<file path="src/rtl/btn_conditioner.sv">
// Multi-channel push-button front end: synchroniser, debounce, press/release
// pulses and optional per-channel auto-repeat of press pulses while held.
module btn_conditioner #(
    parameter int N_BTN           = 5,
    parameter int SYNC_STAGES     = 2,
    parameter int DEBOUNCE_CYCLES = 8,
    parameter int REPEAT_DELAY    = 64,
    parameter int REPEAT_RATE     = 16
) (
    input  logic             clk,
    input  logic             rst,
    input  logic [N_BTN-1:0] i_btn,
    input  logic [N_BTN-1:0] i_repeat_en,
    output logic [N_BTN-1:0] o_level,
    output logic [N_BTN-1:0] o_press,
    output logic [N_BTN-1:0] o_release,
    output logic             o_any
);

    localparam int DB_W    = $clog2(DEBOUNCE_CYCLES + 1);
    localparam int RPT_MAX = (REPEAT_DELAY > REPEAT_RATE) ? REPEAT_DELAY : REPEAT_RATE;
    localparam int RPT_W   = $clog2(RPT_MAX + 1);

    localparam logic [DB_W-1:0]  DB_LAST    = DB_W'(DEBOUNCE_CYCLES - 1);
    localparam logic [RPT_W-1:0] DELAY_LAST = RPT_W'(REPEAT_DELAY - 1);
    localparam logic [RPT_W-1:0] RATE_LAST  = RPT_W'(REPEAT_RATE - 1);

    typedef enum logic [1:0] {
        RPT_IDLE  = 2'd0,
        RPT_DELAY = 2'd1,
        RPT_RATE  = 2'd2
    } rpt_state_e;

    for (genvar g = 0; g < N_BTN; g++) begin : g_ch
        logic [SYNC_STAGES-1:0] sync_q,      sync_d;
        logic [DB_W-1:0]        db_cnt_q,    db_cnt_d;
        logic                   level_q,     level_d;
        logic                   press_q,     press_d;
        logic                   release_q,   release_d;
        logic [RPT_W-1:0]       rpt_cnt_q,   rpt_cnt_d;
        rpt_state_e             rpt_state_q, rpt_state_d;
        logic                   btn_s;
        logic                   rise;
        logic                   fall;
        logic                   rpt_pulse;

        always_ff @(posedge clk) begin
            if (!rst) begin
                sync_q      <= '0;
                db_cnt_q    <= '0;
                level_q     <= 1'b0;
                press_q     <= 1'b0;
                release_q   <= 1'b0;
                rpt_cnt_q   <= '0;
                rpt_state_q <= RPT_IDLE;
            end else begin
                sync_q      <= sync_d;
                db_cnt_q    <= db_cnt_d;
                level_q     <= level_d;
                press_q     <= press_d;
                release_q   <= release_d;
                rpt_cnt_q   <= rpt_cnt_d;
                rpt_state_q <= rpt_state_d;
            end
        end

        always_comb begin
            sync_d = {sync_q[SYNC_STAGES-2:0], i_btn[g]};
            btn_s  = sync_q[SYNC_STAGES-1];

            // Counter only runs while the synchronised input disagrees with
            // the debounced level; any agreeing sample restarts it.
            level_d  = level_q;
            db_cnt_d = '0;
            if (btn_s != level_q) begin
                if (db_cnt_q == DB_LAST) begin
                    level_d = ~level_q;
                end else begin
                    db_cnt_d = db_cnt_q + 1'b1;
                end
            end

            rise = level_d & ~level_q;
            fall = ~level_d & level_q;

            rpt_state_d = rpt_state_q;
            rpt_cnt_d   = rpt_cnt_q;
            rpt_pulse   = 1'b0;
            case (rpt_state_q)
                RPT_IDLE: begin
                    rpt_cnt_d = '0;
                    // Covers both the press edge and re-enable while held.
                    if (level_d && i_repeat_en[g]) begin
                        rpt_state_d = RPT_DELAY;
                    end
                end
                RPT_DELAY: begin
                    if (!level_d || !i_repeat_en[g]) begin
                        rpt_state_d = RPT_IDLE;
                        rpt_cnt_d   = '0;
                    end else if (rpt_cnt_q == DELAY_LAST) begin
                        rpt_pulse   = 1'b1;
                        rpt_state_d = RPT_RATE;
                        rpt_cnt_d   = '0;
                    end else begin
                        rpt_cnt_d = rpt_cnt_q + 1'b1;
                    end
                end
                RPT_RATE: begin
                    if (!level_d || !i_repeat_en[g]) begin
                        rpt_state_d = RPT_IDLE;
                        rpt_cnt_d   = '0;
                    end else if (rpt_cnt_q == RATE_LAST) begin
                        rpt_pulse = 1'b1;
                        rpt_cnt_d = '0;
                    end else begin
                        rpt_cnt_d = rpt_cnt_q + 1'b1;
                    end
                end
                default: begin
                    rpt_state_d = RPT_IDLE;
                    rpt_cnt_d   = '0;
                end
            endcase

            press_d   = rise | rpt_pulse;
            release_d = fall;
        end

        assign o_level[g]   = level_q;
        assign o_press[g]   = press_q;
        assign o_release[g] = release_q;
    end

    assign o_any = |o_level;

endmodule

</file>
<file path="config.mk">
export PLATFORM = sky130hd
export DESIGN_NAME = btn_conditioner
export DESIGN_NICKNAME = d
export VERILOG_FILES = /design/src/rtl/btn_conditioner.sv
export SDC_FILE = /design/constraint.sdc
export NUM_CORES = 1
export LEC_CHECK = 0
export ABC_AREA = 1
export CORE_ASPECT_RATIO = 0.7
export CORE_MARGIN = 2
export CORE_UTILIZATION = 63
export DETAILED_ROUTE_END_ITERATION = 8
export PLACE_DENSITY_LB_ADDON = 0.05
export REMOVE_ABC_BUFFERS = 1
export SETUP_SLACK_MARGIN = 0.4
export SYNTH_ARGS = -nofsm -noshare
export SYNTH_HDL_FRONTEND = slang
export SYNTH_SLANG_ARGS = --single-unit
</file>
<file path="constraint.sdc">
create_clock -name clk -period 4.1 [get_ports clk]
set_input_delay 0.615 -clock clk [delete_from_list [all_inputs] [get_ports clk]]
set_output_delay 0.615 -clock clk [all_outputs]
set_load 0.01 [all_outputs]
</file>
; ---- Yosys cells after proc, flatten, opt, wreduce, memory -nomap -nowiden
; Cells that the tools add are included.
[classes]
n_addsub = 10
n_eq_ne = 45
mux = 85
bitwise_logic = 31
n_reduce_logical = 36
[ops]
columns = op, count
row1 = 7-bit 2-to-1 mux, 20
row2 = 7-bit one-hot mux with 2 select lines, 5
row3 = 2-bit 2-to-1 mux, 20
row4 = "7-bit by 1-bit adder with 7-bit output, second input constant", 5
row5 = "7-bit by 4-bit equality test with 1-bit output, second input constant", 5
row6 = "7-bit by 6-bit equality test with 1-bit output, second input constant", 5
row7 = 1-bit 2-to-1 mux, 30
row8 = 2-bit one-hot mux with 3 select lines, 5
row9 = "4-bit by 1-bit adder with 4-bit output, second input constant", 5
row10 = "4-bit by 3-bit equality test with 1-bit output, second input constant", 5
row11 = "2-bit inequality test, second input constant", 10
row12 = 1-bit NOT, 16
row13 = "3-bit inequality test, second input constant", 5
row14 = 3-bit AND reduction, 5
row15 = 3-bit OR reduction, 5
row16 = 1-bit AND, 10
row17 = "2-bit by 1-bit equality test with 1-bit output, second input constant", 5
row18 = "2-bit equality test, second input constant", 5
row19 = 1-bit logical NOT, 10
row20 = 2-bit logical NOT, 5
row21 = 1-bit one-hot mux with 2 select lines, 5
row22 = 1-bit logical AND, 5
row23 = 1-bit logical OR, 5
row24 = 1-bit inequality test, 5
row25 = 2 further kinds, 6
[totals]
register_bits = 90
input_bits = 12
out_inout_bits = 16
elab_cells = 242

; ---- Depth between registers and ports, before layout
; Gate-level depths: netlist (run 1).
[depth]
depth_word = 8
depth_mapped = 10
ltp_nobuf = 10

; ---- Worst setup path before layout (run 1)
; OpenSTA, ideal clock, no wires.
[synth_timing]
path_kind = reg2reg
startpoint = reg g_ch[1].db_cnt_q[0]
endpoint = reg g_ch[1].rpt_state_q[0]
t_arrival_ns = 1.201
t_required_ns = 3.987
setup_slack_ns = 2.786
stages_incl_launch_ff = 10
period_less_slack_ns = 1.314
path_cell_list = dfxtp_1 -> ha_1 -> nand3_1 -> nand2_1 -> nand2_2 -> nand4_2 -> nand3_1 -> nand2_1 -> nand2_1 -> nor2_1
[synth_between]
elab_chain_len = 7
elab_cells_between_ends = 12
cone_classes = eq/ne: 4 / mux: 4 / reduce/logical: 4
[synth_rtl]
columns = item, line_no
row1 = "start, declared", 36  ; logic [DB_W-1:0] db_cnt_q, db_cnt_d;
row2 = "start signal, assigned", 58  ; db_cnt_q <= db_cnt_d;
row3 = 4-bit by 3-bit equality test with 1-bit output *, 76  ; if (db_cnt_q == DB_LAST) begin
row4 = 1-bit 2-to-1 mux *, 76
row5 = 1-bit 2-to-1 mux *, 75  ; if (btn_s != level_q) begin
row6 = 1-bit logical NOT, "98, 110"
row7 = 1-bit logical OR, "98, 110"
row8 = 3-bit inequality test (no source line) (tied with other cells), --
row9 = 3-bit AND reduction (no source line) or 2-bit one-hot mux with 3 select lines (tied branches), --
row10 = "end signal, assigned", 63  ; rpt_state_q <= rpt_state_d;
row11 = "end, declared", 41  ; rpt_state_e rpt_state_q, rpt_state_d;
; Every way passes the cells marked *; elsewhere a longest branch is shown, timed or not.
; A chain may end at the register's enable or synchronous reset.

; ---- Worst setup path after layout (run 1)
[layout_timing]
startpoint = in rst
endpoint = reg g_ch[1].db_cnt_q[1]
[layout_between]
elab_chain_len = 2
[layout_rtl]
columns = item, line_no
row1 = "start, declared", 11  ; input logic rst,
row2 = 1-bit NOT (no source line), --
row3 = 3-bit OR reduction (no source line), --
; No other way between the ends.

==> flow_summary_export.csv, run 1 <==
group,metric,value,unit
worst_setup_path,slowest_delay,0.52,ns
timing,period_needed,2.28,ns
final_layout,final_nets,579,
clock_tree,clock-sinks,90,
flow_run,drv_cap,0,
yosys,synth_top_area_share,43.4,%
timing,fmax,439,MHz
timing,period_share,55.5,%
yosys,synthMuxAreaShare,0,%
status,outcome,"complete, no violations",
yosys,async_reset_ff_share,0,%
placement,gp_congestion,0.830,
floorplan,fp.dieArea,7270,sq um
yosys,synth_edf_count,0,
yosys,synth-warning-count,0,
power,ir_drop,241,uV
yosys,synth_area_leader_cell,"dfxtp_1",
yosys,yosys-top-cells-area,"dfxtp_1, nand2_1, ha_1, inv_1, nor2_1",
global_route,grt_pass1_wl,12.7,mm
power,power_density,360,nW/um^2
yosys,yosysUniqueCellTypes,34,
global_route,antenna_found_initial,0,
timing,final_max_slew_viol_count,0,
detailed_routing,drtIter0Drc,99,
final_layout,layout-drive-gt1-share,8.96,%
yosys,synth_commonest_cells,"nand2_1, dfxtp_1, inv_1, nor2_1, nand3_1",
worst_hold_path,min_path_type,"flop to flop",
yosys,yosysMostFrequentCell,"nand2_1",
detailed_routing,ant_nets,0,
yosys,synth_compound_area_share,5.39,%
floorplan,dieWidth,101,um
clock_tree,cts-hold-fix-buffers,0,
global_route,grtUsageTotal,21.9,%
yosys,synth_area,4160,sq um
detailed_routing,drc,0,
worst_setup_path,cp_data_arrival_time,2.57,ns
yosys,synthFlopType,"dfxtp_1",
worst_setup_path,path_delay_family,"buffers and inverters",
yosys,synth_top_family_by_area,"simple AND/OR/NAND/NOR gates",
worst_setup_path,cp-end-kind,"flop",
timing,slew_headroom,64.4,%
timing,worstMarginPinSlew,0.531,ns
power,power,0.00165,W
floorplan,start_util,65.9,%
global_route,grt_pass1_vias,3006,
timing,finalSetupViolCount,0,
final_layout,syn2layout_area_growth,10.4,%
clock_tree,clk_latency,0.35,ns
timing,setup_tns,0,ns
worst_setup_path,worstPathCellList,"clkdlybuf4s50_1, buf_4, clkinv_1, a21oi_1, o211ai_1, nor2_1",
placement,hpwl,5.36,mm
global_route,grt_max_degree,30,
worst_setup_path,critPathKind,"primary input to flop",
yosys,synth_adder_area_share,7.53,%
timing,finClkSkew,0.00853,ns
timing,final_hold_viol_count,0,
detailed_routing,wl,7.14,mm
yosys,synthCells,522,
detailed_routing,first_pass_iters,4,
final_layout,diodes,0,
yosys,avgSynthCellArea,7.96,sq um
yosys,yosys.area_share.xor_xnor,5.48,%
floorplan,ioPinCount,28,
yosys,ys_seq_area_share,43.4,%
worst_setup_path,worstSetupStartpointType,"primary input",
worst_setup_path,path_max_fanout,29,
timing,rsz0062_at_grt,"false",
yosys,yosys.area_share.simple,28.6,%
clock_tree,cts_tree,"yes",
clock_tree,cts_buffers,9,
clock_tree,path_clk_slew,0.09,ns
floorplan,die_y,72.0,um
detailed_routing,num_vias,3206,
worst_setup_path,crit_slowest_cell,"clkinv_1",
placement,io_buffers,27,
worst_setup_path,path_buf_inv,3,
clock_tree,htree_num_levels,3,
global_route,grt_overflow_total,0,
clock_tree,post_cts_buffers,0,
floorplan,rows,24,
worst_setup_path,cp.required,4.39,ns
power,p_leak,1.87,nW
clock_tree,cts_root_buf,"clkbuf_8",
detailed_routing,drt-wirelength-per-cell,11.4,um
yosys,synth-seq-cells,90,
clock_tree,clockBufferDepth,2,
clock_tree,cts_resized,0,
floorplan,fp.coreArea,6310,sq um
detailed_routing,via_per_inst,5.13,
layout make-up:
| class | instances | area (sq um) |
|---|---|---|
| fillers | 483 | 1720 |
| flip-flops and latches | 90 | 1800 |
| repair buffers | 28 | 278 |
| inverters | 71 | 267 |
| clock buffers | 11 | 151 |
| multi-input cells | 342 | 1950 |
| clock inverters | 5 | 38.8 |
| well taps | 78 | 97.6 |
power by group:
group	switching, W	internal, W
sequential	0.0000130	0.000897
combinational	0.000112	0.0000707
clock	0.000306	0.000255
total	0.000430	0.00122
worst paths after layout:
| kind | startpoint | to | slack (ns) | cells past startpoint |
|---|---|---|---|---|
| worst max-delay path | rst | g_ch[1].db_cnt_q[1] | 1.82 | 6 |
| worst min-delay path | g_ch[1].sync_q[0] | g_ch[1].sync_q[1] | 0.41 | 2 |
| worst max register to register | g_ch[1].db_cnt_q[0] | g_ch[1].rpt_state_q[0] | 2.53 | 9 |
| worst min register to register | g_ch[1].sync_q[0] | g_ch[1].sync_q[1] | 0.41 | 2 |
cells by family (layout without fill, tap and decap cells):
| kind of cell | count (synthesis) | after routing |
|---|---|---|
| simple gates | 253 | 253 |
| xor+xnor | 26 | 26 |
| flops | 90 | 90 |
| buf+inv | 90 | 115 |
| fa+ha+maj | 25 | 25 |
| compound gates | 38 | 38 |
per-layer routing:
layer	vias to the layer above	track usage [%]	wire, um
met5	-	0	0
met4	0	7.21	57
met3	7	6.65	281
met2	58	35.8	3300
met1	1440	28.1	3500
li1	1701	-	-
worst min-delay path, stage by stage, from the launching register on:
cell,delay [ns]
dfxtp_1,0.31
nand2_1,0.05
inv_1,0.04
layout by cell type (no fill, tap or decap), drive strengths merged, types with 3 or more instances in the layout:
cell | synthesis | layout
inv | 70 | 70
ha | 25 | 25
clkinv | 1 | 5
nor3 | 15 | 15
xnor2 | 9 | 9
a21oi | 22 | 22
clkbuf | 1 | 11
nand2 | 102 | 102
o211ai | 3 | 3
dfxtp | 90 | 90
nand4 | 17 | 17
xor2 | 17 | 17
clkdlybuf4s50 | 0 | 27
nand3 | 44 | 44
o21ai | 7 | 7
nor2 | 74 | 74
stage by stage:
stage / cells / utilization (%) / setup slack (ns) / cell area (sq um) / hold slack, ns
after global placement: 609 / 69.7 / 1.56 / 4400 / 0.394
final: 625 / 72.8 / 1.82 / 4590 / 0.409
after global routing: 625 / 72.8 / 1.66 / 4590 / 0.433
after detailed placement: 609 / 69.7 / 1.51 / 4400 / 0.401
after floorplan: 503 / - / 2.71 / 4020 / 0.390
after CTS: 625 / 72.8 / 1.81 / 4590 / 0.418
registers in the layout, indices dropped and copies added (netlist names):
name,count
g_ch.rpt_cnt_q,35
g_ch.press_q,5
g_ch.level_q,5
g_ch.release_q,5
g_ch.db_cnt_q,20
g_ch.sync_q,10
g_ch.rpt_state_q,10
Note: power is estimated with default switching activity, not from simulation.
==> run 2, diff against run 1 <==
CORE_UTILIZATION = 59   (was 63)
clock period = 2.3 ns   (was 4.1 ns; I/O delays follow)
==> run 2 against run 1 <==
  * Via count is 2.0% lower
  * Register-to-register slack got worse by 1.7 ns
  * Flip-flop and latch count unchanged
  * Clock power up 120%
  * Largest cell class unchanged
  * Critical path depth down 5
  * Global-route usage down 2.5 points
  * Wire length decreased by 4.1%
  * Highest routed layer unchanged
==> flow_summary_export.csv, run 2 (same netlist as run 1, synthesis figures left out) <==
group,metric,value,unit
timing,period_share,76.0,%
detailed_routing,drtIter0Drc,115,
placement,placedCellCount,626,
final_layout,diodes,0,
placement,place_ws,0.431,ns
final_layout,regArea,1800,sq um
global_route,grtUsageTotal,19.5,%
timing,setup_ws,0.553,ns
worst_setup_path,crit_start,"g_ch[2].level_q",
worst_setup_path,cp_data_arrival_time,1.40,ns
timing,finClkSkew,0.0104,ns
final_layout,multi_input_area,1950,sq um
floorplan,ioPinCount,28,
worst_setup_path,cp-end-kind,"output port",
worst_setup_path,critPathKind,"flop to output port",
floorplan,dieWidth,104,um
worst_setup_path,path_delay_family,"buffers and inverters",
clock_tree,clockBufferDepth,2,
flow_run,drv_cap,0,
timing,setup_tns,0,ns
global_route,grt_pass1_wl,12.2,mm
final_layout,layout_common_cells,"nand2_1, dfxtp_1, inv_1, nor2_1, nand3_1",
placement,hpwl,5.15,mm
timing,fmax,572,MHz
floorplan,fp.dieArea,7740,sq um
detailed_routing,num_vias,3142,
worst_setup_path,reg2reg_slack,0.79,ns
clock_tree,cts_root_buf,"clkbuf_8",
worst_setup_path,cp.depth,1,
timing,final_max_slew_viol_count,0,
final_layout,layout-drive-gt1-share,9.31,%
final_layout,final_nets,580,
final_layout,utilization,68.7,%
worst_setup_path,r2r_cells,10,
placement,io_buffers,27,
worst_setup_path,path_max_fanout,6,
clock_tree,cts_tree,"yes",
detailed_routing,via_per_inst,4.89,
detailed_routing,wl,6.85,mm
worst_setup_path,worstReg2RegStart,"g_ch[3].db_cnt_q[0]",
power,power_density,680,nW/um^2
worst_setup_path,path_buf_inv,1,
final_layout,final_common_cell,"nand2_1",
worst_setup_path,crit_slowest_cell,"clkdlybuf4s50_1",
worst_setup_path,worstSetupStartpointType,"flop",
worst_hold_path,min_path_type,"flop to flop",
detailed_routing,drt-wirelength-per-cell,10.7,um
timing,slew_headroom,69.7,%
worst_setup_path,regToRegEndpoint,"g_ch[3].rpt_state_q[0]",
timing,period_needed,1.75,ns
detailed_routing,drc,0,
floorplan,die_y,74.2,um
final_layout,stdcell_count,642,
timing,worstMarginPinSlew,0.451,ns
clock_tree,path_clk_slew,0.09,ns
final_layout,fillCellCount,580,
clock_tree,clock-sinks,90,
global_route,grt_pass1_vias,2932,
clock_tree,htree_num_levels,3,
final_layout,top_regs,"g_ch.rpt_cnt_q (35), g_ch.db_cnt_q (20)",
power,ir_drop,590,uV
clock_tree,clk_latency,0.35,ns
floorplan,start_util,61.2,%
timing,rsz0062_at_grt,"false",
power,p_leak,1.90,nW
worst_setup_path,endpoint,"o_level[2]",
final_layout,largest-register,"g_ch.rpt_cnt_q",
placement,place_area,4430,sq um
clock_tree,cts_buffers,9,
final_layout,largest_reg_flops,35,
timing,final_hold_viol_count,0,
worst_setup_path,cp.required,1.96,ns
detailed_routing,first_pass_iters,4,
placement,gp_congestion,0.862,
global_route,antenna_found_initial,0,
timing,finalSetupViolCount,0,
status,outcome,"complete, no violations",
floorplan,fp.coreArea,6790,sq um
final_layout,fin_area,4660,sq um
detailed_routing,ant_nets,0,
global_route,grt_overflow_total,0,
final_layout,syn2layout_area_growth,12.2,%
global_route,grt_max_degree,29,
floorplan,rows,25,
worst_setup_path,slowest_delay,0.59,ns
clock_tree,cts-hold-fix-buffers,0,
worst_setup_path,worstPathCellList,"clkdlybuf4s50_1",
## run 2: cell count changes in the layout (fill, tap and decap cells not counted)
| cell | before | now |
|---|---|---|
| dfxtp_2 | 0 | 1 |
| bufinv_16 | 0 | 2 |
| dlygate4sd2_1 | 0 | 1 |
| dfxtp_1 | 90 | 89 |
| clkdlybuf4s50_1 | 27 | 26 |
| clkinv_4 | 3 | 0 |
| buf_4 | 1 | 2 |
| clkbuf_8 | 11 | 12 |
## run 2: how the worst min path moves through the flow
stage / start / to / slack (ns) / cells after the start
2_1_floorplan: g_ch[0].sync_q[0] / g_ch[0].sync_q[1] / 0.39 / 2
3_3_place_gp: g_ch[4].sync_q[0] / g_ch[4].sync_q[1] / 0.39 / 2
3_5_place_dp: g_ch[3].sync_q[0] / g_ch[3].sync_q[1] / 0.40 / 2
4_1_cts: g_ch[3].sync_q[0] / g_ch[3].sync_q[1] / 0.42 / 2
5_1_grt: g_ch[1].sync_q[0] / g_ch[1].sync_q[1] / 0.44 / 2
6_report: g_ch[3].sync_q[0] / g_ch[3].sync_q[1] / 0.42 / 2
## run 2: stage by stage
step	hold slack (ns)	total power, W
6_report	0.418	0.00317
5_1_grt	0.440	0.00332
4_1_cts	0.418	0.00321
3_5_place_dp	0.399	0.00198
3_3_place_gp	0.393	0.00197
2_1_floorplan	0.390	0.00189
## run 2: where the power goes
part / leakage [nW] / switching, W / internal, W
Sequential: 0.729 / 0.0000218 / 0.00160
Combinational: 1.05 / 0.000201 / 0.000128
Clock: 0.119 / 0.000521 / 0.000699
Total: 1.90 / 0.000744 / 0.00243
## run 2: worst register-to-register path: stages (launching register included)
cell and delay (ns):
dfxtp_1 0.33, ha_1 0.25, nand3_1 0.12, nand2_1 0.09, nand2_2 0.16, nand2_1 0.07
nand2_1 0.10, nand3_2 0.10, nand2_1 0.08, nand2_1 0.05, nor2_1 0.10
## run 2: cell type report
class	count	share of cell area (%)
well taps	94	2.52
clock buffers	12	3.54
clock inverters	4	1.56
repair buffers	29	6.09
inverters	71	5.72
flip-flops and latches	90	38.7
multi-input cells	342	41.9
## run 2: repair_timing
action,in CTS,in global routing
buffers inserted,0,0
endpoints found under the setup margin,1,0
resized for setup,2,0
## run 2: per-layer routing
metal / vias to the layer above / track usage [%] / part of all wire, %
met1: 1395 / 24.9 / 51
met4: 0 / 7.36 / 1.2
li1: 1696 / - / -
met5: - / 0 / 0
met2: 42 / 32.2 / 44
met3: 9 / 5.26 / 3.6
==> run 3, diff against run 2 <==
CORE_UTILIZATION = 53   (was 59)
clock period = 1.4 ns   (was 2.3 ns; I/O delays follow)
==> run 3 against run 2 <==
  * Total power is 62% higher
  * First-iteration DRC count up 50%
  * Global-route usage grew 2.4 points
  * The flow now finishes with violations (setup timing)
  * Cell area increased by 26%
==> flow_summary_export.csv, run 3 (same netlist as run 1, synthesis figures left out) <==
group,metric,value,unit
status,outcome,"finished, violations left",
global_route,antenna_found_initial,0,
final_layout,layout-drive-gt1-share,42.3,%
clock_tree,cts_tree,"yes",
detailed_routing,ant_nets,0,
timing,period_needed,1.54,ns
global_route,grt_use_met2,37.5,%
timing,worstMarginPinSlew,0.388,ns
worst_setup_path,regToRegEndpoint,"g_ch[1].rpt_cnt_q[3]",
power,p_int,0.00371,W
timing,final_max_slew_viol_count,0,
worst_setup_path,reg2reg_slack,-0.14,ns
detailed_routing,drtIter0Drc,172,
clock_tree,clk_latency,0.38,ns
clock_tree,clockBufferDepth,2,
global_route,grt_overflow_total,0,
floorplan,fp.dieArea,8580,sq um
final_layout,final_nets,651,
power,p_switching,0.00141,W
final_layout,syn2layout_area_growth,41.1,%
status,violations,"setup timing",
final_layout,fillCellCount,498,
global_route,grt-busiest-layer,"met2",
power,netSwitchingFraction,27.5,%
detailed_routing,via_per_inst,5.00,
global_route,grtUsageMet3,7.31,%
timing,finalSetupViolCount,18,
placement,hpwl,5.64,mm
clock_tree,clock-sinks,90,
timing,fmax,650,MHz
detailed_routing,drc,0,
global_route,grt_pass1_vias,3408,
floorplan,ioPinCount,28,
floorplan,dieWidth,110,um
clock_tree,htree_num_levels,3,
worst_setup_path,cp_common_cell,"nand2_4",
detailed_routing,drt-wirelength-per-cell,12.9,um
worst_setup_path,crit_slowest_cell,"dfxtp_2",
worst_setup_path,worstPathCellList,"ha_4, nand4_1, nand2_4, nand4_4, nand2_4, nand2_4, nor3_2",
timing,final_hold_viol_count,0,
worst_setup_path,worstSetupStartpointType,"flop",
final_layout,multi_input_area,2520,sq um
worst_hold_path,hold_path.startpoint,"i_btn[0]",
floorplan,fp.coreArea,7450,sq um
final_layout,final_common_cell,"inv_1",
final_layout,largest_reg_flops,35,
placement,io_buffers,27,
worst_setup_path,r2r_cells,7,
floorplan,rows,26,
power,pwr-share-seq,52.1,%
final_layout,largest-register,"g_ch.rpt_cnt_q",
power,ir_drop,744,uV
worst_setup_path,cp-end-kind,"flop",
worst_hold_path,whs_path_depth,3,
power,combPwrFrac,12.6,%
worst_setup_path,critPathKind,"flop to flop",
power,power.share.clock,35.2,%
final_layout,layout_common_cells,"inv_1, nand2_1, nor2_1",
worst_setup_path,slowest_delay,0.37,ns
global_route,grt_max_degree,17,
global_route,grt_pass1_wl,14.7,mm
worst_hold_path,min_to,"g_ch[0].sync_q[0]",
floorplan,start_util,55.8,%
worst_setup_path,cp.required,1.69,ns
clock_tree,cts_buffers,9,
floorplan,die_y,78.1,um
clock_tree,path_clk_slew,0.09,ns
clock_tree,cts_root_buf,"clkbuf_8",
detailed_routing,num_vias,3587,
flow_run,drv_cap,0,
worst_setup_path,cp_data_arrival_time,1.83,ns
global_route,grtUsageTotal,21.9,%
timing,finClkSkew,0.0115,ns
timing,slew_headroom,74.0,%
detailed_routing,wl,9.27,mm
timing,setup_ws,-0.138,ns
power,p_leak,2.41,nW
timing,period_share,110,%
detailed_routing,first_pass_iters,4,
power,power_density,873,nW/um^2
final_layout,diodes,0,
timing,hold_slack,0.359,ns
worst_hold_path,min_path_type,"primary input to flop",
global_route,met1_usage,26.0,%
worst_setup_path,path_max_fanout,6,
final_layout,top_regs,"g_ch.rpt_cnt_q (35), g_ch.db_cnt_q (20)",
timing,setup_tns,-0.619,ns
timing,rsz0062_at_grt,"true",
final_layout,regArea,1850,sq um
worst_setup_path,worstReg2RegStart,"g_ch[1].db_cnt_q[1]",
placement,gp_congestion,0.818,
-- run 3: changes by cell type in the layout (fill, tap and decap cells not counted), sizes merged --
| cell | before | now |
|---|---|---|
| buf | 2 | 88 |
| bufinv | 2 | 1 |
| clkbuf | 12 | 10 |
| clkdlybuf4s50 | 26 | 10 |
| clkinv | 2 | 5 |
| clkinvlp | 1 | 2 |
-- run 3: worst max path at each step --
| stage | startpoint | endpoint | slack [ns] | depth (start not counted) |
|---|---|---|---|---|
| floorplan | g_ch[1].db_cnt_q[0] | g_ch[1].rpt_state_q[0] | 0.08 | 9 |
| CTS | g_ch[2].level_q | o_any | 0.03 | 3 |
| detailed placement | rst | g_ch[2].db_cnt_q[1] | -0.12 | 6 |
| finish | g_ch[1].db_cnt_q[1] | g_ch[1].rpt_cnt_q[3] | -0.14 | 7 |
| global route | g_ch[1].db_cnt_q[1] | g_ch[1].rpt_cnt_q[3] | -0.19 | 7 |
| global placement | rst | g_ch[3].db_cnt_q[2] | -0.04 | 6 |
-- run 3: power groups by stage --
stage / sequential, W / combinational [W] / clock [W]
after floorplan: 0.00272 / 0.000393 / 0
after global placement: 0.00272 / 0.000549 / 0
after detailed placement: 0.00273 / 0.000553 / 0
after CTS: 0.00267 / 0.000591 / 0.00185
after global routing: 0.00268 / 0.000727 / 0.00194
final: 0.00267 / 0.000646 / 0.00180
-- run 3: repair_timing --
item,in CTS,in global routing
buffers inserted,22,13
setup endpoints to repair,87,93
pin swaps,55,36
hold buffers,0,0
gates cloned,0,0
hold endpoints to repair,0,0
resized for setup,185,77
-- run 3: layer usage --
metal  up-vias  share of wire, %
li1       1834                 -
met1      1690                44
met2        50                50
met3        13               3.8
met4         0               1.5
met5         -                 0
-- run 3: area by class of cell --
type	count	share of cell area, %
clock buffers	9	2.11
clock inverters	7	1.37
inverters	71	4.59
multi-input cells	342	43.0
flip-flops and latches	90	31.5
well taps	98	2.09
repair buffers	100	15.3
-- run 3: stage by stage --
stage	setup slack, ns	cells	instance area (sq um)	utilization [%]	power (W)
6_report	-0.138	717	5860	78.7	0.00512
5_1_grt	-0.192	717	5860	78.7	0.00535
3_3_place_gp	-0.0417	666	4710	63.3	0.00327
3_5_place_dp	-0.122	666	4710	63.3	0.00328
4_1_cts	0.0279	704	5470	73.4	0.00511
2_1_floorplan	0.0817	503	4020	-	0.00311
-- run 3: critical path: cells and delay by family (launching register included) --
kind	cells	cell delay, ns
flip-flops	1	0.37
adder cells (fa/ha/maj)	1	0.17
AND/OR/NAND/NOR	6	0.91
